**src/rtl/mcycle_seq_ctrl_if.sv**
```systemverilog
// Handshake and adder bus between the pipeline/datapath and the multi-cycle sequencer.
// The master side drives the requests and operands. The slave side is the sequencer.
interface mcycle_seq_ctrl_if #(parameter int width = 32);
  logic             Start;
  logic             MCycleOp;
  logic             Control;
  logic [width-1:0] a;
  logic [width-1:0] b;
  logic             cin;
  logic             Init;
  logic             Shift;
  logic             Write;
  logic             Busy;
  logic             Done;
  logic [width-1:0] s;
  logic             cout;

  modport master (
    output Start, MCycleOp, Control, a, b, cin,
    input  Init, Shift, Write, Busy, Done, s, cout
  );

  modport slave (
    input  Start, MCycleOp, Control, a, b, cin,
    output Init, Shift, Write, Busy, Done, s, cout
  );
endinterface

```
**src/rtl/mcycle_seq_ctrl.sv**
```systemverilog
// Sequencer for the iterative multiply/divide unit. It runs width Shift cycles per
// operation and then gives a one-cycle Done pulse. It also holds the shared decision adder.
module mcycle_seq_ctrl #(
  parameter int width = 32
) (
  input  logic               CLK,
  input  logic               Reset,
  mcycle_seq_ctrl_if.slave   bus
);
  localparam int CNT_W = (width > 1) ? $clog2(width) : 1;

  typedef enum logic [1:0] {IDLE, COMPUTE, DONE} state_t;

  state_t           state;
  logic [CNT_W-1:0] cnt;
  logic             shift_q;
  logic             done_q;
  logic             idle;

  // MCycleOp is deliberately not consulted here. Both ops share identical timing.
  always_ff @(posedge CLK or posedge Reset) begin
    if (Reset) begin
      state   <= IDLE;
      cnt     <= '0;
      shift_q <= 1'b0;
      done_q  <= 1'b0;
    end else begin
      case (state)
        IDLE: begin
          done_q <= 1'b0;
          if (bus.Start) begin
            cnt     <= '0;
            shift_q <= 1'b1;
            state   <= COMPUTE;
          end
        end
        COMPUTE: begin
          if (cnt == CNT_W'(width - 1)) begin
            shift_q <= 1'b0;
            done_q  <= 1'b1;
            state   <= DONE;
          end else begin
            cnt <= cnt + 1'b1;
          end
        end
        DONE: begin
          done_q <= 1'b0;
          state  <= IDLE;
        end
        default: begin
          shift_q <= 1'b0;
          done_q  <= 1'b0;
          state   <= IDLE;
        end
      endcase
    end
  end

  // Init and Busy answer Start in the same cycle so the pipeline stalls without delay.
  assign idle      = (state == IDLE);
  assign bus.Init  = idle & bus.Start;
  assign bus.Busy  = (idle & bus.Start) | shift_q;
  assign bus.Shift = shift_q;
  assign bus.Write = shift_q & bus.Control;
  assign bus.Done  = done_q;

  // A subtract is requested by the caller, who passes ~x on b and sets cin=1.
  assign {bus.cout, bus.s} = (width+1)'(bus.a) + (width+1)'(bus.b) + (width+1)'(bus.cin);
endmodule

```
**src/flat_wrapper.sv**
```systemverilog
// flat-port wrapper written by rule: the top's interface ports become plain ports
module mcycle_seq_ctrl_flat 
#(
  parameter int width = 32
)
  (CLK, Reset, bus_Start, bus_MCycleOp, bus_Control, bus_a, bus_b, bus_cin, bus_Init, bus_Shift, bus_Write, bus_Busy, bus_Done, bus_s, bus_cout);
  mcycle_seq_ctrl_if #(.width(width)) bus_i ();
  input  logic CLK;
  input  logic Reset;
  input wire logic [$bits(bus_i.Start)-1:0] bus_Start;
  input wire logic [$bits(bus_i.MCycleOp)-1:0] bus_MCycleOp;
  input wire logic [$bits(bus_i.Control)-1:0] bus_Control;
  input wire logic [$bits(bus_i.a)-1:0] bus_a;
  input wire logic [$bits(bus_i.b)-1:0] bus_b;
  input wire logic [$bits(bus_i.cin)-1:0] bus_cin;
  output wire logic [$bits(bus_i.Init)-1:0] bus_Init;
  output wire logic [$bits(bus_i.Shift)-1:0] bus_Shift;
  output wire logic [$bits(bus_i.Write)-1:0] bus_Write;
  output wire logic [$bits(bus_i.Busy)-1:0] bus_Busy;
  output wire logic [$bits(bus_i.Done)-1:0] bus_Done;
  output wire logic [$bits(bus_i.s)-1:0] bus_s;
  output wire logic [$bits(bus_i.cout)-1:0] bus_cout;
  assign bus_i.Start = bus_Start;
  assign bus_i.MCycleOp = bus_MCycleOp;
  assign bus_i.Control = bus_Control;
  assign bus_i.a = bus_a;
  assign bus_i.b = bus_b;
  assign bus_i.cin = bus_cin;
  assign bus_Init = bus_i.Init;
  assign bus_Shift = bus_i.Shift;
  assign bus_Write = bus_i.Write;
  assign bus_Busy = bus_i.Busy;
  assign bus_Done = bus_i.Done;
  assign bus_s = bus_i.s;
  assign bus_cout = bus_i.cout;
  mcycle_seq_ctrl #(.width(width)) u_core (.CLK(CLK), .Reset(Reset), .bus(bus_i));
endmodule
```
**config.mk**
```make
export PLATFORM = sky130hd
export DESIGN_NAME = mcycle_seq_ctrl_flat
export DESIGN_NICKNAME = d
export VERILOG_FILES = /design/src/rtl/mcycle_seq_ctrl_if.sv /design/src/rtl/mcycle_seq_ctrl.sv /design/src/flat_wrapper.sv
export SDC_FILE = /design/constraint.sdc
export NUM_CORES = 1
export LEC_CHECK = 0
export BUFFER_PORTS_ARGS = -buffer_cell sky130_fd_sc_hd__clkbuf_2
export CAP_MARGIN = 15
export CORE_MARGIN = 10
export CORE_UTILIZATION = 51
export DETAILED_ROUTE_END_ITERATION = 6
export GPL_TIMING_DRIVEN = 0
export MAX_ROUTING_LAYER = met4
export PLACE_DENSITY_LB_ADDON = 0.08
export SKIP_CTS_REPAIR_TIMING = 1
export SLEW_MARGIN = 15
export SYNTH_ARGS = -nofsm -noshare
export SYNTH_HDL_FRONTEND = slang
export SYNTH_SLANG_ARGS = --single-unit
```
**constraint.sdc**
```tcl
create_clock -name CLK -period 5.1 [get_ports CLK]
set_clock_uncertainty 0.2 [all_clocks]
set_input_delay 0.255 -clock CLK [delete_from_list [all_inputs] [get_ports CLK]]
set_output_delay 0.255 -clock CLK [all_outputs]
set_load 0.02 [all_outputs]
```
======== Word-level counts from Yosys, hierarchy flattened ========
Index checks and enable logic that the tools add are counted.
storage, ports and cells
  flip-flop bits (word level) ............. 9
  input bits .............................. 70
  word-level logic and storage cells ...... 33
operators by class
  add/subtract/negate cells ............... 3
  equal/unequal tests ..................... 6
  muxes and demuxes ....................... 11
  bitwise logic cells ..................... 4
  reductions and logical operators ........ 5
operators with widths
  kind                   number
  $add A32 B32 Y33       1
  $add A33 B1 Y33        1
  $mux W5                2
  $pmux W5 S2            1
  $reduce_and A3 Y1      2
  $add A5 B1 Y5 const B  1
  $eq A5 B5 Y1 const B   1
  $mux W1                4
  $mux W2                2
  $ne A2 B2 Y1 const B   2
  $pmux W2 S2            1
  $pmux W1 S3            1
  $and A1 B1 Y1          2
  $eq A2 B1 Y1 const B   1
  $eq A2 B2 Y1 const B   1
  $logic_not A2 Y1       1
  $ne A2 B1 Y1 const B   1
  $reduce_and A2 Y1      1
  $reduce_bool A2 Y1     1
  $not A1 Y1             1
  $or A1 B1 Y1           1

======== Longest topological paths before layout ========
Gate-level depths: netlist of the first run.
  depth in word-level cells ............... 3
  depth in mapped cells ................... 9
  gate-level depth less buffers ........... 9

======== Least setup slack after synthesis of the first run ========
OpenSTA, ideal clock, no wires.
  kind .................................... input-to-output
  from .................................... input bus_cin
  to ...................................... output bus_s[18]
  arrival ................................. 2.813 ns
  data required time ...................... 4.645 ns
  setup slack ............................. 1.832 ns
  stages .................................. 8
  path through ............................ fa_1 fa_1 a211oi_1 o211ai_1 a21oi_1 o21a_1 mux2_2 a221oi_1
between the ends
  word-level cells in the longest chain between the ends .. 1
ends and longest elaborated chain
  what             line                   source
  start, declared  flat_wrapper.sv:15     input wire logic [$bits(bus_i.cin)-1:0] bus_cin;
  $add A33 B1 Y33  mcycle_seq_ctrl.sv:68  assign {bus.cout, bus.s} = (width+1)'(bus.a) + (width+1)'(bus.b) + (width+1)'(bus.cin);
  end, declared    flat_wrapper.sv:21     output wire logic [$bits(bus_i.s)-1:0] bus_s;
Every way passes these cells.

======== Final worst setup path of the first run ========
Ends and elaborated chain as after synthesis.

==> flow_summary.yaml, run 1 <==
yosys:
  synth_flop_cell: "dfrtp_1"
  ys_top_cells_by_area: "ha_1, dfrtp_1, a21oi_1, a21o_1, xnor2_1"
  synth.top_cells.by_count: "a21oi_1, ha_1, nor2_1"
  syn_nets: 388
  synth_xor_area_share_pct: 12.0
  synth_edf_count: 0
  yosysTopAreaCell: "ha_1"
  syn_inst: 283
  synth-adder-area-share_pct: 20.7
  ys_types: 56
  synth.ff_latch_count: 9
  yosysWarnings: 0
  synth.mux.area_fraction_pct: 0.974
  yosysSeqAreaShare_pct: 10.3
  synthArstFlopShare_pct: 100
  yosysMostFrequentCell: "a21oi_1"
  synth-simple-area-share_pct: 17.2
  syn-cell-area_mm2: 0.00218
  avgSynthCellArea_um2: 7.72
  synth_top_area_share_pct: 18.9
  synth_compound_area_share_pct: 33.3
  synth_top_family_by_area: "compound AO/OA/AOI/OAI gates"
floorplanning:
  die-area_mm2: 0.00730
  rows: 23
  start_util_pct: 53.5
  die_h_um: 85.5
  die_width_um: 85.5
  ios: 108
  core_mm2: 0.00409
setup_path:
  crit_type: "in -> out"
  cp-start-kind: "input pin"
  cp_max_fo: 4
  required_ns: 4.64
  crit_arrival_ns: 2.97
  cp-end-kind: "output pin"
routing:
  drtIter0Drc: 71
  drt-pass1-iter-count: 4
  wl_per_cell_um: 13.9
  drc_errors: 0
  via_count: 2485
  vias_per_cell: 5.60
  drtAntennaViolNets: 0
  wl_mm: 6.16
pwr:
  p_comb_share_pct: 71.6
  p_sw_uw: 354
  ir_drop_mv: 0.105
  seqPwrFrac_pct: 17.2
  power_per_cell_area_mw_per_mm2: 252
  totalPowerFinal_uw: 715
  switching_share_pct: 49.5
  leakage_uw: 0.00150
  pwr-share-clk_pct: 11.3
  internal_power_uw: 361
layout:
  fillers: 362
  num_antenna_cells: 0
  area_growth_syn_to_layout_pct: 29.7
  fin_nets: 500
  drive_gt1_share_pct: 33.0
  final_util_pct: 69.3
cts:
  insertion_delay_ns: 0.23
  cts_tree: "yes"
  clock_sinks: 9
  clkTransAtPathRegs_ns: 0.04
  cts_buffers: 3
  cts-root-buf: "clkbuf_8"
  max-clock-path-buffers: 2
  cts_max_level: 1
sta:
  finalSetupTns_ns: 0
  post-route-min-period_ns: 3.43
  report.final.slew_viol_count: 0
  fin_crit_sh_pct: 67.2
  hold_viol_final: 0
  relSlewSlack_pct: 68.7
  hold_ws_ns: 0.231
  max_freq_mhz: 292
  rsz0062_at_grt: "false"
  tightestPinTransition_ns: 0.462
  setup_viol: 0
placed_design:
  place.gp.congestion: 0.905
  dp_hpwl_mm: 5.45
  port_buffers: 106
grt:
  grt_pass1_wl_mm: 10.1
  overflow: 0
  grt_pass1_vias: 2390
  grt_max_degree: 11
  antenna_found_initial: 0
  grtUsageTotal_pct: 15.9
flow_run:
  drv_cap: 0
status:
  status: "finished, final reports clean"
hold_path:
  hold_path_class: "in -> reg"
-- flip-flops by register name (all words and copies together) (netlist names) --
register          cells
u_core.state          2
u_core.cnt            5
u_core.bus.Shift      1
u_core.bus.Done       1
-- per-layer routing --
metal | part of all wire [%] | vias to the layer above | GRT usage, %
li1 | - | 1275 | -
met1 | 44 | 1104 | 18.7
met2 | 48 | 102 | 27.2
met3 | 7.7 | 4 | 3.82
met4 | 0.65 | 0 | 2.40
met5 | 0 | - | -
-- area by class of cell --
| type | instances | area, um2 | share of cell area (%) |
|---|---|---|---|
| Timing Repair Buffer | 107 | 541 | 19.1 |
| Sequential cell | 9 | 225 | 7.95 |
| Multi-Input combinational cell | 254 | 1840 | 65.0 |
| Clock buffer | 4 | 45.0 | 1.59 |
| Inverter | 12 | 45.0 | 1.59 |
| Tap cell | 50 | 62.6 | 2.21 |
| Buffer | 8 | 73.8 | 2.61 |
-- path summary, 6_finish.rpt --
path | slack [ns] | startpoint | endpoint | cells past startpoint
setup / recovery | 1.67 | bus_cin | bus_s[18] | 10
hold / removal | 0.23 | bus_Start | u_core.cnt[2] | 3
setup reg to reg | 3.19 | u_core.cnt[0] | u_core.cnt[3] | 7
hold reg to reg | 0.28 | u_core.cnt[4] | u_core.cnt[4] | 2
max in group asynchronous | 4.15 | Reset | u_core.cnt[3] | 3
min in group asynchronous | 0.31 | Reset | u_core.state[0] | 3
-- power groups by stage --
| stage | combinational [uW] | clock (uW) | sequential (uW) |
|---|---|---|---|
| after floorplan | 358 | 0 | 124 |
| after global placement | 501 | 0 | 120 |
| after detailed placement | 512 | 0 | 122 |
| after CTS | 516 | 80.7 | 122 |
| after global routing | 567 | 84.7 | 127 |
| final | 512 | 80.6 | 123 |
-- layout by cell type, fill, tap and decap left out, types with 8 or more instances in the layout --
cell / synthesis / final
ha_1: 33 / 33
xnor2_1: 15 / 15
a21o_1: 18 / 18
inv_1: 12 / 12
xor2_1: 15 / 15
clkbuf_2: 0 / 106
o21ai_0: 15 / 15
dfrtp_1: 9 / 9
nand2_1: 17 / 17
nor2_1: 21 / 21
nand3_1: 8 / 8
a21oi_1: 37 / 37
-- critical path, cell delays in order --
cell and delay [ns]:
clkbuf_2 0.09, fa_1 0.45, fa_1 0.44, a211oi_1 0.32
o211ai_1 0.12, a21oi_1 0.31, o21a_1 0.20, mux2_2 0.34
a221oi_1 0.23, clkbuf_2 0.22
-- per-stage QoR --
step / area, um2 / cells / setup WS, ns
6_report: 2830 / 444 / 1.67
5_1_grt: 2830 / 444 / 1.41
4_1_cts: 2820 / 443 / 1.66
3_5_place_dp: 2780 / 439 / 1.66
3_3_place_gp: 2780 / 439 / 1.70
2_1_floorplan: 2180 / 283 / 1.83
-- cell families after synthesis --
group	after synthesis
compound gates	111
fa+ha+maj	35
buf+inv	20
mux	2
xor+xnor	30
simple gates	76
flops	9
No activity file was read; power rests on OpenSTA's default activity.
==> run 2, diff against run 1 <==
--- a/config.mk
+++ b/config.mk
@@ -8,7 +8,7 @@
 export BUFFER_PORTS_ARGS = -buffer_cell sky130_fd_sc_hd__clkbuf_2
 export CAP_MARGIN = 15
 export CORE_MARGIN = 10
-export CORE_UTILIZATION = 51
+export CORE_UTILIZATION = 47
 export DETAILED_ROUTE_END_ITERATION = 6
 export GPL_TIMING_DRIVEN = 0
 export MAX_ROUTING_LAYER = met4
==> constraint.sdc (replaced) <==
create_clock -name CLK -period 3.3 [get_ports CLK]
set_clock_uncertainty 0.2 [all_clocks]
set_input_delay 0.165 -clock CLK [delete_from_list [all_inputs] [get_ports CLK]]
set_output_delay 0.165 -clock CLK [all_outputs]
set_load 0.02 [all_outputs]
==> flow_summary.yaml, run 2 (synthesized netlist as in run 1, its figures left out) <==
setup_path:
  cpPeakStageDelay_ns: 0.45
  crit_arrival_ns: 2.80
  cp_cell_sequence: "clkbuf_2 > fa_1 > fa_1 > a211oi_1 > o211ai_1 > a21oi_2 > o21a_1 > mux2_2 > a221oi_1 > clkbuf_2"
  cp_max_fo: 4
  crit_slowest_cell: "fa_1"
  cp-start-kind: "input pin"
  crit_type: "in -> out"
  required_ns: 2.93
  cp_num_buf_inv: 2
  cp-end-kind: "output pin"
  crit_family: "compound AO/OA/AOI/OAI gates"
grt:
  grtUsageTotal_pct: 15.1
  grt_pass1_wl_mm: 9.89
  antenna_found_initial: 0
  grt_pass1_vias: 2371
  grt_max_degree: 11
  overflow: 0
routing:
  drtAntennaViolNets: 0
  wl_per_cell_um: 13.7
  drt-pass1-iter-count: 4
  via_count: 2409
  wl_mm: 6.11
  vias_per_cell: 5.40
  drc_errors: 0
  drtIter0Drc: 63
pwr:
  power_per_cell_area_mw_per_mm2: 387
  totalPowerFinal_uw: 1100
  switching_share_pct: 49.3
  seqPwrFrac_pct: 17.2
  internal_power_uw: 557
  pwr-share-clk_pct: 11.4
  ir_drop_mv: 0.199
  p_comb_share_pct: 71.4
  leakage_uw: 0.00150
  p_sw_uw: 542
placed_design:
  dp_slack_ns: 0.0542
  dp.cells: 441
  port_buffers: 106
  dp_hpwl_mm: 5.35
  place.gp.congestion: 0.875
layout:
  finalNonFillerCells: 446
  top_register: "u_core.cnt"
  layout_commonest_cell: "clkbuf_2"
  fin_nets: 500
  area_growth_syn_to_layout_pct: 30.0
  layout_common_cells: "clkbuf_2, a21oi_1, ha_1"
  reg_top3: "u_core.cnt: 5 flops, u_core.state: 2 flops"
  num_antenna_cells: 0
  final_util_pct: 64.3
  drive_gt1_share_pct: 33.2
  largest_register_ffs: 5
sta:
  finalSetupTns_ns: 0
  setup_viol: 0
  fin_crit_sh_pct: 95.9
  worst_slack_ns: 0.134
  post-route-min-period_ns: 3.17
  max_freq_mhz: 316
  relSlewSlack_pct: 70.4
  hold_viol_final: 0
  rsz0062_at_grt: "false"
  report.final.slew_viol_count: 0
  tightestPinTransition_ns: 0.441
cts:
  clkTransAtPathRegs_ns: 0.04
  insertion_delay_ns: 0.23
  cts_tree: "yes"
  cts-root-buf: "clkbuf_8"
  cts_max_level: 1
  clock_sinks: 9
  max-clock-path-buffers: 2
  cts_buffers: 3
floorplanning:
  die_width_um: 88.2
  core_mm2: 0.00441
  die_h_um: 88.2
  die-area_mm2: 0.00777
  rows: 24
  ios: 108
  start_util_pct: 49.5
status:
  status: "finished, final reports clean"
hold_path:
  hold_path_class: "in -> reg"
flow_run:
  drv_cap: 0
==> run 2: worst register-to-register path, cell delays in order, from the launching register on <==
cell     delay [ns]
dfrtp_1        0.40
ha_1           0.22
and3_1         0.18
ha_1           0.22
nor2_1         0.21
nand4_1        0.13
xor2_1         0.16
nor2_1         0.06
==> run 2: path summary, 6_finish.rpt <==
check | startpoint | endpoint | slack [ns] | depth (start not counted)
worst max-delay path | bus_cin | bus_s[18] | 0.13 | 10
worst min-delay path | bus_Start | u_core.cnt[3] | 0.13 | 3
worst max register to register | u_core.cnt[0] | u_core.cnt[3] | 1.39 | 7
worst min register to register | u_core.cnt[4] | u_core.cnt[4] | 0.28 | 2
max in group asynchronous | Reset | u_core.cnt[4] | 2.42 | 3
min in group asynchronous | Reset | u_core.cnt[3] | 0.23 | 3
==> run 2: final cells by class <==
| class | instances | area (um2) |
|---|---|---|
| well taps | 52 | 65.1 |
| flip-flops and latches | 9 | 225 |
| plain buffers | 8 | 73.8 |
| repair buffers | 107 | 541 |
| multi-input cells | 254 | 1840 |
| inverters | 12 | 45.0 |
| clock buffers | 4 | 45.0 |
| fillers | 440 | 1580 |
==> run 2: per-layer routing <==
layer / track usage, % / part of all wire (%) / vias up
met1: 18.8 / 45 / 1060
met3: 2.04 / 6.7 / 4
met2: 25.3 / 47 / 79
met5: - / 0 / -
li1: - / - / 1266
met4: 2.85 / 0.44 / 0
==> run 2: metrics by stage <==
stage                     cell area (um2)  hold WS [ns]
final                                2840         0.131
after global routing                 2840         0.168
after CTS                            2830        -0.320
after detailed placement             2780       -0.0767
after global placement               2780       -0.0826
after floorplan                      2180        -0.207
==> run 2: power groups by stage <==
stage               combinational [uW]  sequential [uW]  clock (uW)
detailed placement                 785              190           0
CTS                                793              188         128
global route                       869              196         133
floorplan                          553              192           0
global placement                   778              187           0
finish                             784              189         125
